--- config.mk ---
export PLATFORM = sky130hd
export DESIGN_NAME = game_ctrl_flat
export DESIGN_NICKNAME = d
export VERILOG_FILES = /design/src/rtl/game_ctrl_pkg.sv /design/src/rtl/game_ctrl_if.sv /design/src/rtl/game_ctrl_box_overlap.sv /design/src/rtl/game_ctrl.sv /design/src/flat_wrapper.sv
export SDC_FILE = /design/constraint.sdc
export NUM_CORES = 1
export LEC_CHECK = 0
export ABC_AREA = 1
export BUFFER_PORTS_ARGS = -buffer_cell sky130_fd_sc_hd__buf_2
export CELL_PAD_IN_SITES_DETAIL_PLACEMENT = 1
export CELL_PAD_IN_SITES_GLOBAL_PLACEMENT = 1
export CORE_UTILIZATION = 43
export CTS_BUF_LIST = sky130_fd_sc_hd__clkbuf_8
export DETAILED_ROUTE_END_ITERATION = 7
export PLACE_DENSITY_LB_ADDON = 0.1
export SLEW_MARGIN = 30
export SYNTH_ARGS = -nofsm -noshare
export SYNTH_HDL_FRONTEND = slang
export SYNTH_SLANG_ARGS = --single-unit
--- constraint.sdc ---
create_clock -name clk -period 2.06 [get_ports clk]
set_input_delay 0.206 -clock clk [delete_from_list [all_inputs] [get_ports clk]]
set_output_delay 0.206 -clock clk [all_outputs]
set_load 0.1 [all_outputs]
--- src/rtl/game_ctrl_pkg.sv ---
// Shared definitions for the game sequencer: state codes, bus widths,
// sprite box sizes and the saturating bonus decrement.
package game_ctrl_pkg;

    localparam int unsigned X_W     = 10;   // screen x coordinate width
    localparam int unsigned Y_W     = 9;    // screen y coordinate width
    localparam int unsigned COORD_W = 11;   // widened so box sums cannot wrap
    localparam int unsigned LIVES_W = 2;
    localparam int unsigned BONUS_W = 16;

    localparam int unsigned MARIO_W  = 34;
    localparam int unsigned MARIO_H  = 36;
    localparam int unsigned BARREL_W = 32;
    localparam int unsigned BARREL_H = 24;
    localparam int unsigned QUEUE_W  = 44;
    localparam int unsigned QUEUE_H  = 50;

    typedef enum logic [1:0] {
        GAME_INITIAL = 2'b00,
        GAME_RUNNING = 2'b01,
        GAME_OVER    = 2'b10,
        GAME_SUCCESS = 2'b11
    } game_state_e;

    // Bonus decrement that clamps at zero instead of wrapping.
    function automatic logic [BONUS_W-1:0] bonus_dec(input logic [BONUS_W-1:0] bonus,
                                                     input logic [BONUS_W-1:0] step);
        return (bonus >= step) ? (bonus - step) : '0;
    endfunction

endpackage

--- src/rtl/game_ctrl_if.sv ---
// Game sequencer bus: frame tick, start key, sprite positions in;
// game state, freeze, restart pulse, lives and bonus out.
// master: the driving side (sprites/keys); slave: game_ctrl.
interface game_ctrl_if;
    import game_ctrl_pkg::*;

    logic               tick;
    logic               start_key;
    logic [X_W-1:0]     mario_x;
    logic [Y_W-1:0]     mario_y;
    logic [X_W-1:0]     barrel_x;
    logic [Y_W-1:0]     barrel_y;
    logic               barrel_act;
    logic [X_W-1:0]     queue_x;
    logic [Y_W-1:0]     queue_y;

    game_state_e        state;
    logic               freeze;
    logic               restart;
    logic [LIVES_W-1:0] lives;
    logic [BONUS_W-1:0] bonus;

    modport master (
        output tick, start_key, mario_x, mario_y, barrel_x, barrel_y,
               barrel_act, queue_x, queue_y,
        input  state, freeze, restart, lives, bonus
    );

    modport slave (
        input  tick, start_key, mario_x, mario_y, barrel_x, barrel_y,
               barrel_act, queue_x, queue_y,
        output state, freeze, restart, lives, bonus
    );

endinterface

--- src/rtl/game_ctrl_box_overlap.sv ---
// Strict axis-aligned box overlap test; boxes given by top-left corner.
// Touching edges do not count as overlap.
// Ports: a_x_i/a_y_i, b_x_i/b_y_i corners in; overlap_c_o combinational out.
module game_ctrl_box_overlap
    import game_ctrl_pkg::*;
#(
    parameter int unsigned A_W = MARIO_W,
    parameter int unsigned A_H = MARIO_H,
    parameter int unsigned B_W = BARREL_W,
    parameter int unsigned B_H = BARREL_H
) (
    input  logic [COORD_W-1:0] a_x_i,
    input  logic [COORD_W-1:0] a_y_i,
    input  logic [COORD_W-1:0] b_x_i,
    input  logic [COORD_W-1:0] b_y_i,
    output logic               overlap_c_o
);

    logic [COORD_W-1:0] a_x_end;
    logic [COORD_W-1:0] a_y_end;
    logic [COORD_W-1:0] b_x_end;
    logic [COORD_W-1:0] b_y_end;

    always_comb begin
        a_x_end     = a_x_i + COORD_W'(A_W);
        a_y_end     = a_y_i + COORD_W'(A_H);
        b_x_end     = b_x_i + COORD_W'(B_W);
        b_y_end     = b_y_i + COORD_W'(B_H);
        overlap_c_o = (a_x_i < b_x_end) && (b_x_i < a_x_end) &&
                      (a_y_i < b_y_end) && (b_y_i < a_y_end);
    end

endmodule

--- src/rtl/game_ctrl.sv ---
// Top-level game sequencer: start handling, Mario/barrel and Mario/queue
// collisions, lives, bonus timer, hit freeze and end-of-game hold.
// Ports: clk, rst (async active-high); bus_if (slave) carries tick,
// start_key, sprite positions in and state/freeze/restart/lives/bonus out.
module game_ctrl
    import game_ctrl_pkg::*;
#(
    parameter int unsigned LIVES_INIT   = 3,
    parameter int unsigned BONUS_INIT   = 5000,
    parameter int unsigned BONUS_STEP   = 100,
    parameter int unsigned BONUS_PERIOD = 60,
    parameter int unsigned FREEZE_TICKS = 90,
    parameter int unsigned END_TICKS    = 180
) (
    input  logic        clk,
    input  logic        rst,
    game_ctrl_if.slave  bus_if
);

    localparam int unsigned PER_W = $clog2(BONUS_PERIOD);
    localparam int unsigned FRZ_W = $clog2(FREEZE_TICKS);
    localparam int unsigned END_W = $clog2(END_TICKS);

    game_state_e        state_q,   state_d;
    logic               freeze_q,  freeze_d;
    logic               restart_q, restart_d;
    logic [LIVES_W-1:0] lives_q,   lives_d;
    logic [BONUS_W-1:0] bonus_q,   bonus_d;
    logic [PER_W-1:0]   per_cnt_q, per_cnt_d;
    logic [FRZ_W-1:0]   frz_cnt_q, frz_cnt_d;
    logic [END_W-1:0]   end_cnt_q, end_cnt_d;
    logic               start_prev_q;

    logic               start_rise;
    logic               barrel_ovl;
    logic               queue_ovl;
    logic               barrel_hit;

    assign start_rise = bus_if.start_key & ~start_prev_q;
    assign barrel_hit = barrel_ovl & bus_if.barrel_act;

    // Mario vs barrel
    game_ctrl_box_overlap #(
        .A_W(MARIO_W), .A_H(MARIO_H), .B_W(BARREL_W), .B_H(BARREL_H)
    ) u_barrel_ovl (
        .a_x_i       (COORD_W'(bus_if.mario_x)),
        .a_y_i       (COORD_W'(bus_if.mario_y)),
        .b_x_i       (COORD_W'(bus_if.barrel_x)),
        .b_y_i       (COORD_W'(bus_if.barrel_y)),
        .overlap_c_o (barrel_ovl)
    );

    // Mario vs queue; queue position is its centre, so shift to the corner
    game_ctrl_box_overlap #(
        .A_W(MARIO_W), .A_H(MARIO_H), .B_W(QUEUE_W), .B_H(QUEUE_H)
    ) u_queue_ovl (
        .a_x_i       (COORD_W'(bus_if.mario_x)),
        .a_y_i       (COORD_W'(bus_if.mario_y)),
        .b_x_i       (COORD_W'(bus_if.queue_x) - COORD_W'(QUEUE_W / 2)),
        .b_y_i       (COORD_W'(bus_if.queue_y) - COORD_W'(QUEUE_H / 2)),
        .overlap_c_o (queue_ovl)
    );

    // State register and counters
    always_ff @(posedge clk or posedge rst) begin
        if (rst) begin
            state_q      <= GAME_INITIAL;
            freeze_q     <= 1'b0;
            restart_q    <= 1'b0;
            lives_q      <= LIVES_W'(LIVES_INIT);
            bonus_q      <= '0;
            per_cnt_q    <= '0;
            frz_cnt_q    <= '0;
            end_cnt_q    <= '0;
            start_prev_q <= 1'b0;
        end else begin
            state_q      <= state_d;
            freeze_q     <= freeze_d;
            restart_q    <= restart_d;
            lives_q      <= lives_d;
            bonus_q      <= bonus_d;
            per_cnt_q    <= per_cnt_d;
            frz_cnt_q    <= frz_cnt_d;
            end_cnt_q    <= end_cnt_d;
            start_prev_q <= bus_if.start_key;
        end
    end

    // Next-state logic; game-time actions only on tick
    always_comb begin
        state_d   = state_q;
        freeze_d  = freeze_q;
        restart_d = 1'b0;
        lives_d   = lives_q;
        bonus_d   = bonus_q;
        per_cnt_d = per_cnt_q;
        frz_cnt_d = frz_cnt_q;
        end_cnt_d = end_cnt_q;

        unique case (state_q)
            GAME_INITIAL: begin
                if (start_rise) begin
                    state_d   = GAME_RUNNING;
                    lives_d   = LIVES_W'(LIVES_INIT);
                    bonus_d   = BONUS_W'(BONUS_INIT);
                    restart_d = 1'b1;
                    freeze_d  = 1'b0;
                    per_cnt_d = '0;
                    frz_cnt_d = '0;
                    end_cnt_d = '0;
                end
            end

            GAME_RUNNING: begin
                if (bus_if.tick) begin
                    if (freeze_q) begin
                        // Collisions are ignored until the freeze expires
                        if (frz_cnt_q == FRZ_W'(FREEZE_TICKS - 1)) begin
                            freeze_d  = 1'b0;
                            restart_d = 1'b1;
                            bonus_d   = BONUS_W'(BONUS_INIT);
                            frz_cnt_d = '0;
                        end else begin
                            frz_cnt_d = frz_cnt_q + FRZ_W'(1);
                        end
                    end else if (queue_ovl) begin
                        state_d   = GAME_SUCCESS;
                        end_cnt_d = '0;
                    end else if (barrel_hit || (bonus_q == '0)) begin
                        if (lives_q == LIVES_W'(1)) begin
                            lives_d   = '0;
                            state_d   = GAME_OVER;
                            end_cnt_d = '0;
                        end else begin
                            lives_d   = lives_q - LIVES_W'(1);
                            freeze_d  = 1'b1;
                            frz_cnt_d = '0;
                        end
                    end else if (per_cnt_q == PER_W'(BONUS_PERIOD - 1)) begin
                        per_cnt_d = '0;
                        bonus_d   = bonus_dec(bonus_q, BONUS_W'(BONUS_STEP));
                    end else begin
                        per_cnt_d = per_cnt_q + PER_W'(1);
                    end
                end
            end

            GAME_OVER, GAME_SUCCESS: begin
                if (bus_if.tick) begin
                    if (end_cnt_q == END_W'(END_TICKS - 1)) begin
                        state_d   = GAME_INITIAL;
                        restart_d = 1'b1;
                        end_cnt_d = '0;
                    end else begin
                        end_cnt_d = end_cnt_q + END_W'(1);
                    end
                end
            end
        endcase
    end

    assign bus_if.state   = state_q;
    assign bus_if.freeze  = freeze_q;
    assign bus_if.restart = restart_q;
    assign bus_if.lives   = lives_q;
    assign bus_if.bonus   = bonus_q;

endmodule
--- src/flat_wrapper.sv ---
// flat-port wrapper written by rule: the top's interface ports become plain ports
module game_ctrl_flat import game_ctrl_pkg::*;
#(
    parameter int unsigned LIVES_INIT   = 3,
    parameter int unsigned BONUS_INIT   = 5000,
    parameter int unsigned BONUS_STEP   = 100,
    parameter int unsigned BONUS_PERIOD = 60,
    parameter int unsigned FREEZE_TICKS = 90,
    parameter int unsigned END_TICKS    = 180
)
  (clk, rst, bus_if_tick, bus_if_start_key, bus_if_mario_x, bus_if_mario_y, bus_if_barrel_x, bus_if_barrel_y, bus_if_barrel_act, bus_if_queue_x, bus_if_queue_y, bus_if_state, bus_if_freeze, bus_if_restart, bus_if_lives, bus_if_bonus);
  game_ctrl_if bus_if_i ();
  input  logic clk;
  input  logic rst;
  input wire logic [$bits(bus_if_i.tick)-1:0] bus_if_tick;
  input wire logic [$bits(bus_if_i.start_key)-1:0] bus_if_start_key;
  input wire logic [$bits(bus_if_i.mario_x)-1:0] bus_if_mario_x;
  input wire logic [$bits(bus_if_i.mario_y)-1:0] bus_if_mario_y;
  input wire logic [$bits(bus_if_i.barrel_x)-1:0] bus_if_barrel_x;
  input wire logic [$bits(bus_if_i.barrel_y)-1:0] bus_if_barrel_y;
  input wire logic [$bits(bus_if_i.barrel_act)-1:0] bus_if_barrel_act;
  input wire logic [$bits(bus_if_i.queue_x)-1:0] bus_if_queue_x;
  input wire logic [$bits(bus_if_i.queue_y)-1:0] bus_if_queue_y;
  output wire logic [$bits(bus_if_i.state)-1:0] bus_if_state;
  output wire logic [$bits(bus_if_i.freeze)-1:0] bus_if_freeze;
  output wire logic [$bits(bus_if_i.restart)-1:0] bus_if_restart;
  output wire logic [$bits(bus_if_i.lives)-1:0] bus_if_lives;
  output wire logic [$bits(bus_if_i.bonus)-1:0] bus_if_bonus;
  assign bus_if_i.tick = bus_if_tick;
  assign bus_if_i.start_key = bus_if_start_key;
  assign bus_if_i.mario_x = bus_if_mario_x;
  assign bus_if_i.mario_y = bus_if_mario_y;
  assign bus_if_i.barrel_x = bus_if_barrel_x;
  assign bus_if_i.barrel_y = bus_if_barrel_y;
  assign bus_if_i.barrel_act = bus_if_barrel_act;
  assign bus_if_i.queue_x = bus_if_queue_x;
  assign bus_if_i.queue_y = bus_if_queue_y;
  assign bus_if_state = bus_if_i.state;
  assign bus_if_freeze = bus_if_i.freeze;
  assign bus_if_restart = bus_if_i.restart;
  assign bus_if_lives = bus_if_i.lives;
  assign bus_if_bonus = bus_if_i.bonus;
  game_ctrl #(.LIVES_INIT(LIVES_INIT), .BONUS_INIT(BONUS_INIT), .BONUS_STEP(BONUS_STEP), .BONUS_PERIOD(BONUS_PERIOD), .FREEZE_TICKS(FREEZE_TICKS), .END_TICKS(END_TICKS)) u_core (.clk(clk), .rst(rst), .bus_if(bus_if_i));
endmodule
==> impl_metrics.yaml <==
run_status:
  status: "complete, but fails checks"
  violations: "setup timing"
detailed_routing:
  firstDrtPassIters: 4
  drt-wirelength-per-cell_um: 16.06
  dr_total_vias: 6416
  drtIter0Drc: 191
  drc: 0
  ant_nets: 0
  totalWireLength_mm: 19.57
  vias_per_cell: 5.268
clock_tree:
  htreeDepth: 2
  cts_max_path_buffers: 2
  tritoncts: "done"
  cts_root_buffer: "clkbuf_8"
  clock_sinks: 42
  clkTransAtPathRegs_ns: 0.08
  numCtsBuffers: 5
  clkLatencyLatePin_ns: 0.31
power:
  power_leakage_nw: 4.213
  power_density_nw_per_um2: 937.7
  irDropWorstVdd_mv: 1.341
timing:
  min_period_ns: 2.821
  maxSlewHeadroom: 0.4808
  layout_setup_ws_ns: -0.7610
  slew_viol_final: 0
  fin_crit_sh: 1.369
  fmax_mhz: 354.5
  whs_ns: 0.03360
  tns_ns: -28.18
  finalClockSkew_ns: 0.008419
  setup_viol: 40
  hold_viol: 0
  rsz0062_at_grt: "true"
  worstMarginPinSlew_ns: 0.7774
floorplan:
  core_um2: 12720
  dieArea_um2: 13670
  io-pin-count: 84
  die_w_um: 116.9
  die_y_um: 116.9
  start_util: 0.4463
  num_rows: 41
final_layout:
  final_nets: 1192
  drive_above_1_share: 0.3375
  final_cell_mix: "185 x nand2_1, 132 x buf_4, 102 x inv_1"
  n_antenna_cell: 0
  layout_commonest_cell: "nand2_1"
  final_util: 0.6122
  area_delta_synth_final_pct: 37.17
logic_synthesis:
  ys_seq_elements: 42
  post-synth-top-area-cell: "ha_1"
  synth_area_um2: 5678
  synth_warnings: 0
  ys_seq_area_frac: 0.1855
  yosys-top-cells-area: "ha_1 19%, dfrtp_1 18%, nand2_1 13%"
  yosysTopAreaCellShare: 0.1873
  avgSynthCellArea_um2: 6.882
  synthCells: 825
  ys_types: 46
grt:
  antenna_found_initial: 0
  grt_use_total: 0.2866
  grt-ovfl-total: 0
  grt_pass1_vias: 6778
  grt_max_degree: 43
  grt_pass1_wl_mm: 30.77
worst_setup_path:
  crit_fanout: 5
  slowest_delay_ns: 0.26
  crit_type: "primary input to flop"
  critPathBufInv: 4
  cp-end-kind: "flop"
  worstPathRequired_ns: 2.30
  r2r_start: "u_core.per_cnt_q[0]"
  start_kind: "primary input"
  timing.reg2reg.worst_path_depth: 9
  crit_path_end: "u_core.bus_if.bonus[14]"
  cp_num_cells: 23
  slowest_stage: "ha_1"
  cpMostUsedCell: "nand2_2"
  path_cells: "buf_12 -> inv_16 -> ha_4 -> buf_4 -> xor2_4 -> ha_1 -> nand3_1 -> nand2_2 -> xnor2_1 -> ha_1 -> nand2_2 -> o21a_1 -> nand2_2 -> nand3_2 -> nand2_2 -> a21oi_4 -> nand3_4 -> nand2_4 -> nand2_8 -> nand2_8 -> buf_12 -> nand2_4 -> o21ai_2"
  r2r_slack_ns: -0.43
  cp.arrival_ns: 3.06
  r2r-end: "u_core.bus_if.bonus[14]"
  crit_start: "bus_if_queue_y[0]"
  critPathTopFamily: "simple AND/OR/NAND/NOR gates"
placed_design:
  port-buffer-count: 81
  globalplace.congestion: 0.8496
  hpwl_mm: 14.70
hold_path:
  hold_path_class: "primary input to async pin"
job:
  maxCapViolCount: 0
==> worst min-delay path by stage <==
| stage | end | slack [ns] |
|---|---|---|
| 2_1_floorplan | u_core.start_prev_q | 0.24 |
| 3_5_place_dp | u_core.start_prev_q | 0.33 |
| 5_1_grt | u_core.end_cnt_q[2] | 0.10 |
| 6_report | u_core.end_cnt_q[1] | 0.03 |
| 3_3_place_gp | u_core.start_prev_q | 0.33 |
| 4_1_cts | u_core.start_prev_q | 0.007 |
==> power by group <==
part	switching (mW)	internal (mW)
Clock	0.315	0.266
Combinational	3.67	1.75
Sequential	0.250	1.05
==> flip-flops by register name, indices dropped and copies added, names as in the netlist <==
name                   flops
u_core.start_prev_q        1
u_core.bus_if.restart      1
u_core.frz_cnt_q           7
u_core.bus_if.bonus       14
u_core.bus_if.lives        2
u_core.per_cnt_q           6
u_core.bus_if.freeze       1
u_core.end_cnt_q           8
u_core.bus_if.state        2
==> layout make-up <==
cell class / count / area (µm²)
fill: 1710 / 4933
multi-input combinational: 658 / 4393
inverter: 117 / 465.4
tap: 172 / 215.2
clock inverter: 2 / 8.758
timing repair buffer: 221 / 1569
clock buffer: 6 / 82.58
sequential: 42 / 1055
==> metrics by stage <==
stage / std cells / cell area, µm² / setup WS, ns / power, mW
after floorplan: 826 / 5761 / -0.6382 / 4.744
after detailed placement: 1196 / 7282 / -1.193 / 6.170
after CTS: 1211 / 7691 / -0.6418 / 7.147
after global placement: 1196 / 7282 / -0.9252 / 5.903
final: 1218 / 7789 / -0.7610 / 7.303
after global routing: 1218 / 7789 / -0.9079 / 7.754
==> logic make-up (layout without fill, tap and decap cells) <==
logic type | count (synthesis) | in the layout | synth area share
adder cells (fa/ha/maj) | 85 | 85 | 0.1873
buffers and inverters | 128 | 346 | 0.09343
flip-flops | 42 | 42 | 0.1855
other | 1 | 2 | 0.0006605
AND/OR/NAND/NOR | 430 | 432 | 0.3510
XOR/XNOR | 47 | 47 | 0.07713
AO/OA/AOI/OAI | 92 | 92 | 0.1049
==> routing by layer <==
| metal | track usage | vias up | share of wire |
|---|---|---|---|
| met4 | 0.09536 | 0 | 0.024 |
| met3 | 0.03605 | 48 | 0.023 |
| met1 | 0.3130 | 3126 | 0.41 |
| li1 | - | 3123 | - |
| met5 | 0 | - | 0 |
| met2 | 0.5657 | 119 | 0.55 |
==> repair_timing <==
| item | in CTS | in global routing |
|---|---|---|
| gates cloned | 2 | 1 |
| hold buffers | 0 | 1 |
| buffers inserted | 5 | 5 |
| resized for setup | 53 | 14 |
| setup endpoints to repair | 40 | 40 |
| endpoints found under the hold margin | 0 | 1 |
| pin swaps | 9 | 27 |
==> tightest hold or removal path, cell delays in order <==
cell and delay, ns:
buf_2 0.09, inv_1 0.04, buf_4 0.46
==> Yosys cell counts (all sizes together) <==
library cell / instances
dfstp: 2
nand3: 66
a211oi: 2
or2: 3
a21oi: 37
nor3: 14
xnor2: 12
or4: 1
o211ai: 1
nand4: 12
conb: 1
o21ai: 37
a31oi: 3
inv: 115
nor4: 6
nand2: 234
nor3b: 3
o31ai: 1
buf: 7
nand3b: 10
a21o: 4
xor2: 35
dfrtp: 40
clkinv: 2
o21a: 6
clkbuf: 4
ha: 85
nor2: 81
o221a: 1
Note: power is estimated with default switching activity, not from simulation.
